--- src/rtl/rv32i_pkg.sv ---
// RV32I front-end constants: instruction types, opcodes, control-word
// layout, the BUBBLE word, branch fun3 codes and field helpers.
package rv32i_pkg;

  localparam int CW_W = 23;

  localparam logic [3:0] T_LOAD   = 4'd0;
  localparam logic [3:0] T_IMM    = 4'd1;
  localparam logic [3:0] T_STORE  = 4'd2;
  localparam logic [3:0] T_REG    = 4'd3;
  localparam logic [3:0] T_LUI    = 4'd4;
  localparam logic [3:0] T_AUIPC  = 4'd5;
  localparam logic [3:0] T_BRANCH = 4'd6;
  localparam logic [3:0] T_JALR   = 4'd7;
  localparam logic [3:0] T_JAL    = 4'd8;

  localparam logic [6:0] OP_LOAD   = 7'b0000011;
  localparam logic [6:0] OP_IMM    = 7'b0010011;
  localparam logic [6:0] OP_STORE  = 7'b0100011;
  localparam logic [6:0] OP_REG    = 7'b0110011;
  localparam logic [6:0] OP_LUI    = 7'b0110111;
  localparam logic [6:0] OP_AUIPC  = 7'b0010111;
  localparam logic [6:0] OP_BRANCH = 7'b1100011;
  localparam logic [6:0] OP_JALR   = 7'b1100111;
  localparam logic [6:0] OP_JAL    = 7'b1101111;

  localparam int CW_TYPE = 0;
  localparam int CW_FUN3 = 4;
  localparam int CW_FUN7 = 7;
  localparam int CW_RD   = 8;
  localparam int CW_RS1  = 13;
  localparam int CW_RS2  = 18;

  // never-taken branch with no register fields
  localparam logic [CW_W-1:0] BUBBLE =
    {15'd0, 1'b0, 3'b010, T_BRANCH};

  localparam logic [2:0] F3_BEQ  = 3'b000;
  localparam logic [2:0] F3_BNE  = 3'b001;
  localparam logic [2:0] F3_BLT  = 3'b100;
  localparam logic [2:0] F3_BGE  = 3'b101;
  localparam logic [2:0] F3_BLTU = 3'b110;
  localparam logic [2:0] F3_BGEU = 3'b111;

  function automatic logic [CW_W-1:0] cw_pack(
    input logic [4:0] rs2,
    input logic [4:0] rs1,
    input logic [4:0] rd,
    input logic       f7,
    input logic [2:0] f3,
    input logic [3:0] t
  );
    logic [CW_W-1:0] c;
    c = '0;
    c[CW_TYPE +: 4] = t;
    c[CW_FUN3 +: 3] = f3;
    c[CW_FUN7]      = f7;
    c[CW_RD +: 5]   = rd;
    c[CW_RS1 +: 5]  = rs1;
    c[CW_RS2 +: 5]  = rs2;
    return c;
  endfunction

  function automatic logic [3:0] cw_type(
    input logic [CW_W-1:0] c
  );
    return c[CW_TYPE +: 4];
  endfunction

  function automatic logic [2:0] cw_fun3(
    input logic [CW_W-1:0] c
  );
    return c[CW_FUN3 +: 3];
  endfunction

  function automatic logic [4:0] cw_rd(
    input logic [CW_W-1:0] c
  );
    return c[CW_RD +: 5];
  endfunction

  function automatic logic [4:0] cw_rs1(
    input logic [CW_W-1:0] c
  );
    return c[CW_RS1 +: 5];
  endfunction

  function automatic logic [4:0] cw_rs2(
    input logic [CW_W-1:0] c
  );
    return c[CW_RS2 +: 5];
  endfunction

  function automatic logic writes_rd(
    input logic [3:0] t
  );
    return (t != T_STORE) && (t != T_BRANCH);
  endfunction

endpackage

--- src/rtl/rv32i_decoder.sv ---
// Combinational RV32I decoder: instr -> {cword, imm, illegal}.
// Ports: instr in, cword/imm/illegal out; unknown opcodes give BUBBLE.
module rv32i_decoder
  import rv32i_pkg::*;
(
  input  logic [31:0]     instr,
  output logic [CW_W-1:0] cword,
  output logic [31:0]     imm,
  output logic            illegal
);

  logic [6:0]  op;
  logic [31:0] imm_i, imm_s, imm_b;
  logic [31:0] imm_u, imm_j, sel;
  logic [3:0]  itype;
  logic [4:0]  rd, rs1, rs2;
  logic        f7;

  assign op    = instr[6:0];
  assign imm_i = {{20{instr[31]}}, instr[31:20]};
  assign imm_s = {{20{instr[31]}}, instr[31:25],
                  instr[11:7]};
  assign imm_b = {{20{instr[31]}}, instr[7],
                  instr[30:25], instr[11:8], 1'b0};
  assign imm_u = {instr[31:12], 12'b0};
  assign imm_j = {{12{instr[31]}}, instr[19:12],
                  instr[20], instr[30:21], 1'b0};

  always_comb begin
    itype   = T_IMM;
    sel     = '0;
    illegal = 1'b0;
    unique case (1'b1)
      (op == OP_LOAD): begin
        itype = T_LOAD;
        sel   = imm_i;
      end
      (op == OP_IMM): begin
        itype = T_IMM;
        sel   = imm_i;
      end
      (op == OP_STORE): begin
        itype = T_STORE;
        sel   = imm_s;
      end
      (op == OP_REG): begin
        itype = T_REG;
      end
      (op == OP_LUI): begin
        itype = T_LUI;
        sel   = imm_u;
      end
      (op == OP_AUIPC): begin
        itype = T_AUIPC;
        sel   = imm_u;
      end
      (op == OP_BRANCH): begin
        itype = T_BRANCH;
        sel   = imm_b;
      end
      (op == OP_JALR): begin
        itype = T_JALR;
        sel   = imm_i;
      end
      (op == OP_JAL): begin
        itype = T_JAL;
        sel   = imm_j;
      end
      default: illegal = 1'b1;
    endcase
  end

  assign f7 = instr[30] &
    ((itype == T_IMM) || (itype == T_REG));

  assign rs1 = ((itype == T_LUI) ||
                (itype == T_AUIPC) ||
                (itype == T_JAL)) ? 5'd0 : instr[19:15];

  assign rs2 = ((itype == T_REG) ||
                (itype == T_STORE) ||
                (itype == T_BRANCH)) ? instr[24:20] : 5'd0;

  assign rd = ((itype == T_STORE) ||
               (itype == T_BRANCH)) ? 5'd0 : instr[11:7];

  assign cword = illegal ? BUBBLE :
    cw_pack(rs2, rs1, rd, f7, instr[14:12], itype);
  assign imm = illegal ? 32'd0 : sel;

endmodule

--- src/rtl/fetch_decode_ctrl.sv ---
// RV32I front end: PC, IF/ID, decode, ID..WB control pipeline, interlocks.
// Ports: imem fetch, cwordID..WB/pc/immEX/immMEM to datapath, flags/r_for_pc in.
module fetch_decode_ctrl
  import rv32i_pkg::*;
#(
  parameter logic [31:0] RESET_PC = 32'h0000_0000
) (
  input  logic            clk,
  input  logic            rst,
  output logic [31:0]     imem_addr,
  input  logic [31:0]     imem_data,
  output logic [CW_W-1:0] cwordID,
  output logic [CW_W-1:0] cwordEX,
  output logic [CW_W-1:0] cwordMEM,
  output logic [CW_W-1:0] cwordWB,
  output logic [31:0]     pc,
  output logic [31:0]     immEX,
  output logic [31:0]     immMEM,
  input  logic [31:0]     r_for_pc,
  input  logic [3:0]      funit_ZCNVFlags,
  output logic            ill_seen
);

  logic [31:0]     pc_if, id_instr, id_pc;
  logic            id_valid;
  logic [CW_W-1:0] dec_cw;
  logic [31:0]     dec_imm, imm_id, pc_id;
  logic            dec_ill;
  logic            fz, fc, fn, fv;
  logic            br_take, redirect;
  logic            load_use, jalr_hold, stall;
  logic [31:0]     target;
  logic [3:0]      t_ex, t_mem;
  logic [4:0]      rd_ex, rd_mem;
  logic [4:0]      rs1_id, rs2_id;

  rv32i_decoder u_dec (
    .instr   (id_instr),
    .cword   (dec_cw),
    .imm     (dec_imm),
    .illegal (dec_ill)
  );

  assign imem_addr = pc_if;
  assign cwordID   = id_valid ? dec_cw : BUBBLE;
  assign imm_id    = id_valid ? dec_imm : 32'd0;
  assign pc_id     = id_valid ? id_pc : 32'd0;

  assign {fz, fc, fn, fv} = funit_ZCNVFlags;

  assign t_ex   = cw_type(cwordEX);
  assign t_mem  = cw_type(cwordMEM);
  assign rd_ex  = cw_rd(cwordEX);
  assign rd_mem = cw_rd(cwordMEM);
  assign rs1_id = cw_rs1(cwordID);
  assign rs2_id = cw_rs2(cwordID);

  always_comb begin
    br_take = 1'b0;
    unique case (cw_fun3(cwordEX))
      F3_BEQ:  br_take = fz;
      F3_BNE:  br_take = !fz;
      F3_BLT:  br_take = fn ^ fv;
      F3_BGE:  br_take = !(fn ^ fv);
      F3_BLTU: br_take = !fc;
      F3_BGEU: br_take = fc;
      default: br_take = 1'b0;
    endcase
  end

  assign redirect = ((t_ex == T_BRANCH) & br_take) |
                    (t_ex == T_JAL) | (t_ex == T_JALR);

  assign target = (t_ex == T_JALR) ?
    ((r_for_pc + immEX) & ~32'h1) : (pc + immEX);

  // rd of x0 never matches: unused rs fields decode to 0
  assign load_use = id_valid & (t_ex == T_LOAD) &
    (rd_ex != 5'd0) &
    ((rd_ex == rs1_id) | (rd_ex == rs2_id));

  // r_for_pc is unforwarded; wait until the producer is in WB
  assign jalr_hold = id_valid &
    (cw_type(cwordID) == T_JALR) & (rs1_id != 5'd0) &
    ((writes_rd(t_ex) & (rd_ex == rs1_id)) |
     (writes_rd(t_mem) & (rd_mem == rs1_id)));

  assign stall = load_use | jalr_hold;

  always_ff @(posedge clk or negedge rst) begin
    if (!rst) begin
      pc_if    <= RESET_PC;
      id_instr <= '0;
      id_pc    <= '0;
      id_valid <= 1'b0;
      cwordEX  <= BUBBLE;
      cwordMEM <= BUBBLE;
      cwordWB  <= BUBBLE;
      immEX    <= '0;
      immMEM   <= '0;
      pc       <= '0;
      ill_seen <= 1'b0;
    end else begin
      cwordMEM <= cwordEX;
      immMEM   <= immEX;
      cwordWB  <= cwordMEM;
      if (redirect) begin
        pc_if    <= target;
        id_valid <= 1'b0;
        cwordEX  <= BUBBLE;
        immEX    <= '0;
        pc       <= '0;
      end else if (stall) begin
        cwordEX <= BUBBLE;
        immEX   <= '0;
        pc      <= '0;
      end else begin
        pc_if    <= pc_if + 32'd4;
        id_instr <= imem_data;
        id_pc    <= pc_if;
        id_valid <= 1'b1;
        cwordEX  <= cwordID;
        immEX    <= imm_id;
        pc       <= pc_id;
      end
      if (id_valid & dec_ill)
        ill_seen <= 1'b1;
    end
  end

endmodule

--- config.mk ---
export PLATFORM = sky130hd
export DESIGN_NAME = fetch_decode_ctrl
export DESIGN_NICKNAME = d
export VERILOG_FILES = /design/src/rtl/rv32i_pkg.sv /design/src/rtl/rv32i_decoder.sv /design/src/rtl/fetch_decode_ctrl.sv
export SDC_FILE = /design/constraint.sdc
export NUM_CORES = 1
export LEC_CHECK = 0
export ABC_CLOCK_PERIOD_IN_PS = 4000
export CAP_MARGIN = 20
export CORE_MARGIN = 2
export CORE_UTILIZATION = 55
export DETAILED_ROUTE_END_ITERATION = 7
export DONT_BUFFER_PORTS = 1
export PLACE_DENSITY = 0.7
export SYNTH_ARGS = -nofsm -noshare
export SYNTH_HDL_FRONTEND = slang
export SYNTH_HIERARCHICAL = 1
export SYNTH_SLANG_ARGS = --single-unit
--- constraint.sdc ---
create_clock -name clk -period 4 [get_ports clk]
set_input_delay 0.4 -clock clk [delete_from_list [all_inputs] [get_ports clk]]
set_output_delay 0.4 -clock clk [all_outputs]
set_load 0.02 [all_outputs]
After elaboration in Yosys (flattened, before gate mapping)
Cells that the tools add are included.

cells by class
  add/subtract/negate cells = 3
  eq/ne operators = 33
  multiplexer cells = 23
  bitwise logic cells = 19
  reduce and logical (&&, ||, !) cells = 19

operators by type and width
  operator               count
  $mux 32                10
  $pmux 32 s5            1
  $mux 23                4
  $add 32x32->32         2
  $add 32x3->32 const B  1
  $pmux 4 s8             1
  $eq 4x3->1 const B     6
  $eq 7x6->1 const B     3
  $eq 7x7->1 const B     3
  $eq 5x5->1             3
  $mux 5                 3
  $eq 7x5->1 const B     2
  $eq 3x3->1 const B     4
  $and 1x1->1            11
  $reduce_bool 5->1      2
  $reduce_or 9->1        1
  $eq 4x2->1 const B     2
  $eq 4x4->1 const B     2
  $ne 4x2->1 const B     2
  $ne 4x3->1 const B     2
  $eq 7x2->1 const B     1
  $logic_or 1x1->1       6
  $pmux 1 s6             1
  $or 1x1->1             5
  other kinds (13)       19

storage, ports and cells
  register bits = 263
  input bits = 70
  output and inout bits = 221
  logic and storage cells = 108

Logic depth before layout (Yosys ltp)
  word-level depth = 15
  depth in mapped cells = 17
  mapped depth without buffers = 13

Hierarchy
The synthesis kept the hierarchy.

by module, submodules not included
  module             times used  cells each  area each (um^2)  sequential area each (um^2)
  fetch_decode_ctrl  1           1223        13188.9           6592.6
  rv32i_decoder      1           113         764.5             0.0

Worst setup path after synthesis
Ideal clock, no wire load.

  kind = register to register
  from = reg id_instr[4]
  to = reg pc_if[15], in the netlist imem_addr[15]
  library setup time = 0.126 ns
  arrival = 2.960 ns
  required time = 3.874 ns
  path slack = 0.914 ns
  cell stages (with the launch flop) = 17
  cell sequence = dfrtp_1 and3b_1 buf_4 nor2_2 nor3_2 and2_1 clkbuf_1 xor2_1 o22ai_1 a22oi_1 o32a_2 nand2_2 buf_6 nor3_4 nand3_1 xnor2_1 a221o_1

between the ends
  longest elaborated chain between the ends = 14
  elaborated cells between the ends (all ways) = 40
  those cells by class = eq/ne: 20; mux: 5; bitwise: 9; reduce/logical: 6

ends and longest elaborated chain
  item                                RTL line                                                                   source
  start: declaration                  fetch_decode_ctrl.sv:24                                                    logic [31:0] pc_if, id_instr, id_pc;
  start signal: assignment            fetch_decode_ctrl.sv:119                                                   id_instr <= imem_data;
  $eq 7x7->1 (tied with other cells)  rv32i_decoder.sv:65                                                        (op == OP_JAL): begin
  $pmux 4 s8                          rv32i_decoder.sv:33                                                        unique case (1'b1)
  $eq 4x3->1 (on tied branches)       rv32i_decoder.sv:76, rv32i_decoder.sv:77
  $logic_or 1x1->1                    rv32i_decoder.sv:76                                                        assign rs1 = ((itype == T_LUI) ||
  $logic_or 1x1->1                    rv32i_decoder.sv:77                                                        (itype == T_AUIPC) ||
  $mux 5                              rv32i_decoder.sv:78                                                        (itype == T_JAL)) ? 5'd0 : instr[19:15];
  $mux 23 (*)                         rv32i_decoder.sv:87                                                        assign cword = illegal ? BUBBLE :
  via dec_cw[16]                      fetch_decode_ctrl.sv:26                                                    logic [CW_W-1:0] dec_cw;
  $mux 23 (*)                         fetch_decode_ctrl.sv:45                                                    assign cwordID = id_valid ? dec_cw : BUBBLE;
  $eq 5x5->1 (on tied branches)       fetch_decode_ctrl.sv:80, fetch_decode_ctrl.sv:85, fetch_decode_ctrl.sv:86
  $and 1x1->1 (on tied branches)      fetch_decode_ctrl.sv:85, fetch_decode_ctrl.sv:86
  $or 1x1->1                          fetch_decode_ctrl.sv:85                                                    ((writes_rd(t_ex) & (rd_ex == rs1_id)) |
  $and 1x1->1                         fetch_decode_ctrl.sv:84                                                    (cw_type(cwordID) == T_JALR) & (rs1_id != 5'd0) &
  $or 1x1->1 (*)                      fetch_decode_ctrl.sv:88                                                    assign stall = load_use | jalr_hold;
  $ne 2x2->1 (no line) (*)            --
  end signal: assignment              fetch_decode_ctrl.sv:108                                                   pc_if <= target;
  end signal: assignment              fetch_decode_ctrl.sv:118                                                   pc_if <= pc_if + 32'd4;
  end: declaration                    fetch_decode_ctrl.sv:24

The timed path passes the listed nets; every way through them passes the cells marked *.
A chain may end at the register's enable or synchronous reset.

Worst setup path after layout
Same ends and word-level chain as after synthesis.

==> results.yml <==
setup_path:
  crit_arrival_ps: 4160
  crit_end: "imem_addr[15]"
  timing.rr.end: "imem_addr[15]"
  cp_data_required_time_ps: 4420
  r2r_setup_slack_ps: 250
  crit_path_end_kind: "flop"
  cp-start-kind: "flop"
  rr_worst_depth: 14
  cp_slowest_cell: "dfrtp_1"
  crit_start: "id_instr[4]"
  path_delay_family: "simple AND/OR/NAND/NOR gates"
  reg2reg_from: "id_instr[4]"
  cp_slowest_stage_delay_ps: 470
  path_depth: 14
  cp.buffers_inverters: 1
  crit_path_cell_trace: "and3b_1 -> nor2_2 -> nor3_2 -> and2_1 -> xor2_1 -> o22ai_1 -> a22oi_1 -> o32a_2 -> nand2_2 -> buf_4 -> nor3_4 -> nand3_1 -> xnor2_1 -> a221o_1"
  critPathKind: "flop to flop"
  path_max_fanout: 9
sta:
  finalHoldViolations: 262
  final.setup_skew_ps: 26.52
  fmax_ghz: 0.2670
  slew_violations: 0
  whs_ps: -436.3
  finalCritPeriodShare_pct: 93.64
  fin_ws_ps: 254.3
  fin_crit_ps: 3746
  setup_viol: 0
  worst_pin_slew_ps: 825.5
  rsz0062_at_grt: "no"
  tns_ps: 0
  slew_headroom_pct: 44.85
logic_synthesis:
  ys.flop_type: "dfrtp_1"
  synth_area_leaders: "dfrtp_1, ha_1, and3_1"
  yosys.area_share.simple_pct: 17.71
  syn_area_um2: 13950
  syn_nets: 1470
  async_flop_share_pct: 100.0
  synth-xor-area-share_pct: 5.120
  ys_types: 92
  synthAdderAreaFrac_pct: 5.846
  synth_top_family_by_area: "simple AND/OR/NAND/NOR gates"
  synth_edf_count: 0
  ys_ff_latch: 263
  ys_seq_area_share_pct: 47.25
  yosys-mux-area-fraction_pct: 5.882
  synthDominantCellAreaShare_pct: 45.55
  synthCells: 1336
  synth_top_cell_by_area: "dfrtp_1"
  yosysWarningCount: 6
  synth.avg_cell_area_um2: 10.44
  synth-compound-area-share_pct: 15.17
hold_path:
  worstHoldPathType: "input port to asynchronous set/reset pin"
clock_network:
  clock_sinks: 263
  cts_tree: "done"
  cts_buffer_depth: 3
  postCtsHoldBufs: 32
  htree_levels: 1
  cts_root_buf: "clkbuf_16"
  numCtsBuffers: 28
  clk_pin_slew_ps: 60
  insertion_delay_ps: 550
  cts_setup_buffers: 0
global_routing:
  overflow: 0
  grt_first_pass_wirelength_um: 59450
  antenna_found_initial: 0
  grt_max_degree: 264
  grt_pass1_vias: 10470
  grt_usage_pct: 28.76
drt:
  routed_wl_um: 38740
  num_vias: 10720
  ant_nets: 0
  routedWlPerCell_um: 22.64
  drt_first_pass_iters: 5
  drc: 0
  drt_iter0_drc: 887
  via_per_inst: 6.267
die:
  die_h_um: 163.3
  core-area_um2: 25040
  io_pins: 291
  row_count: 58
  die_area_um2: 26660
  die_x_um: 163.3
  start_util_pct: 55.73
pwr:
  power_density_nw_per_um2: 561.0
  ir_drop_mv: 0.3955
  p_leak_nw: 7.485
finish:
  drive_gt1_share_pct: 9.848
  fin_nets: 1494
  antennaDiodeCount: 0
  area_growth_pct: 11.32
placement:
  io_buffers: 0
  place_congestion: 0.8981
  place_ws_ps: 273.2
  dp_hpwl_um: 28330
run_status:
  failed_checks: "negative hold slack"
  status: "complete, but fails checks"
job:
  max-cap-violations: 0
## worst min path at each step
stage                         end  slack [ps]  depth (start not counted)
finish                 immMEM[21]        -440                          0
CTS                 imem_addr[23]        -470                          0
global placement           pc[21]         110                          0
floorplan              cwordEX[0]         100                          0
global route           cwordEX[3]        -470                          0
detailed placement     immMEM[21]         120                          0
## cells in the mapped netlist (all sizes together), types with 5 or more instances
| library cell | n |
|---|---|
| nor3 | 31 |
| a22oi | 9 |
| a21o | 48 |
| mux2 | 64 |
| a21boi | 5 |
| xor2 | 36 |
| clkbuf | 35 |
| xnor2 | 43 |
| nor4 | 8 |
| o21bai | 6 |
| nor2 | 74 |
| and3 | 105 |
| o21a | 7 |
| a31oi | 9 |
| a211oi | 18 |
| o211ai | 6 |
| dfrtp | 254 |
| and2 | 43 |
| nor2b | 8 |
| o21ai | 48 |
| a311oi | 5 |
| mux2i | 10 |
| inv | 27 |
| a211o | 6 |
| or2 | 5 |
| ha | 62 |
| nand2b | 19 |
| a22o | 8 |
| nand3b | 11 |
| a21oi | 82 |
| o22ai | 17 |
| dfstp | 9 |
| nand4 | 16 |
| nand3 | 31 |
| nand2 | 90 |
| buf | 30 |
## per-stage QoR
step                hold slack (ps)  utilization (%)  std cells  instance area, µm²  power, mW
floorplan                     104.4                -       1336               13950      5.552
global placement              114.6            57.00       1628               14270      6.031
detailed placement            115.0            57.00       1628               14270      6.090
CTS                          -468.1            62.02       1711               15530      8.742
global route                 -475.0            62.04       1711               15530      9.184
finish                       -436.3            62.04       1711               15530      8.714
## kinds of logic after synthesis
| family | count (synthesis) |
|---|---|
| fa+ha+maj | 64 |
| simple gates | 455 |
| xor+xnor | 80 |
| buf+inv | 92 |
| flops | 263 |
| compound gates | 308 |
| mux | 74 |
## registers in the layout, summed over array words and instances (netlist names)
register	count
imem_addr	32
cwordMEM	23
cwordWB	23
pc	32
id_instr	32
immEX	32
cwordEX	23
immMEM	32
id_valid	1
id_pc	32
ill_seen	1
## power by group
| part | internal, mW | total (mW) | leakage, nW | switching (mW) |
|---|---|---|---|---|
| Sequential | 3.18 | 4.19 | 3.32 | 1.01 |
| Clock | 1.54 | 2.61 | 0.461 | 1.08 |
| Combinational | 0.888 | 1.91 | 3.70 | 1.02 |
| Total | 5.61 | 8.71 | 7.49 | 3.11 |
## layout by cell type, fill, tap and decap left out, drive strengths merged, types with 27 or more instances in the layout
cell type	Yosys	final
xor2	36	36
clkbuf	35	40
and2	43	43
xnor2	43	43
buf	30	27
inv	27	28
dfrtp	254	254
nand3	31	31
and3	105	105
mux2	64	64
nor2	74	74
nor3	31	31
a21o	48	48
dlygate4sd3	0	32
a21oi	82	82
nand2	90	90
o21ai	48	48
ha	62	62
## area by class of cell
type,count,area [µm²]
clock buffer,40,805.8
sequential,263,6594
fill,2053,9504
timing repair buffer,59,539.3
multi-input combinational,981,6947
inverter,27,101.3
tap,330,412.9
clock inverter,11,132.6
## repair_timing
item	in CTS	in global routing
resized for setup	0	1
setup endpoints to repair	0	27
endpoints found under the hold margin	295	263
## per-layer routing
| layer | vias to the layer above | wire length (µm) | track usage (%) |
|---|---|---|---|
| met3 | 65 | 3393 | 6.552 |
| met5 | - | 0 | 0 |
| met1 | 5296 | 16220 | 39.15 |
| met4 | 0 | 1053 | 8.286 |
| met2 | 462 | 18070 | 46.22 |
| li1 | 4900 | - | - |
Note: power is estimated with default switching activity, not from simulation.
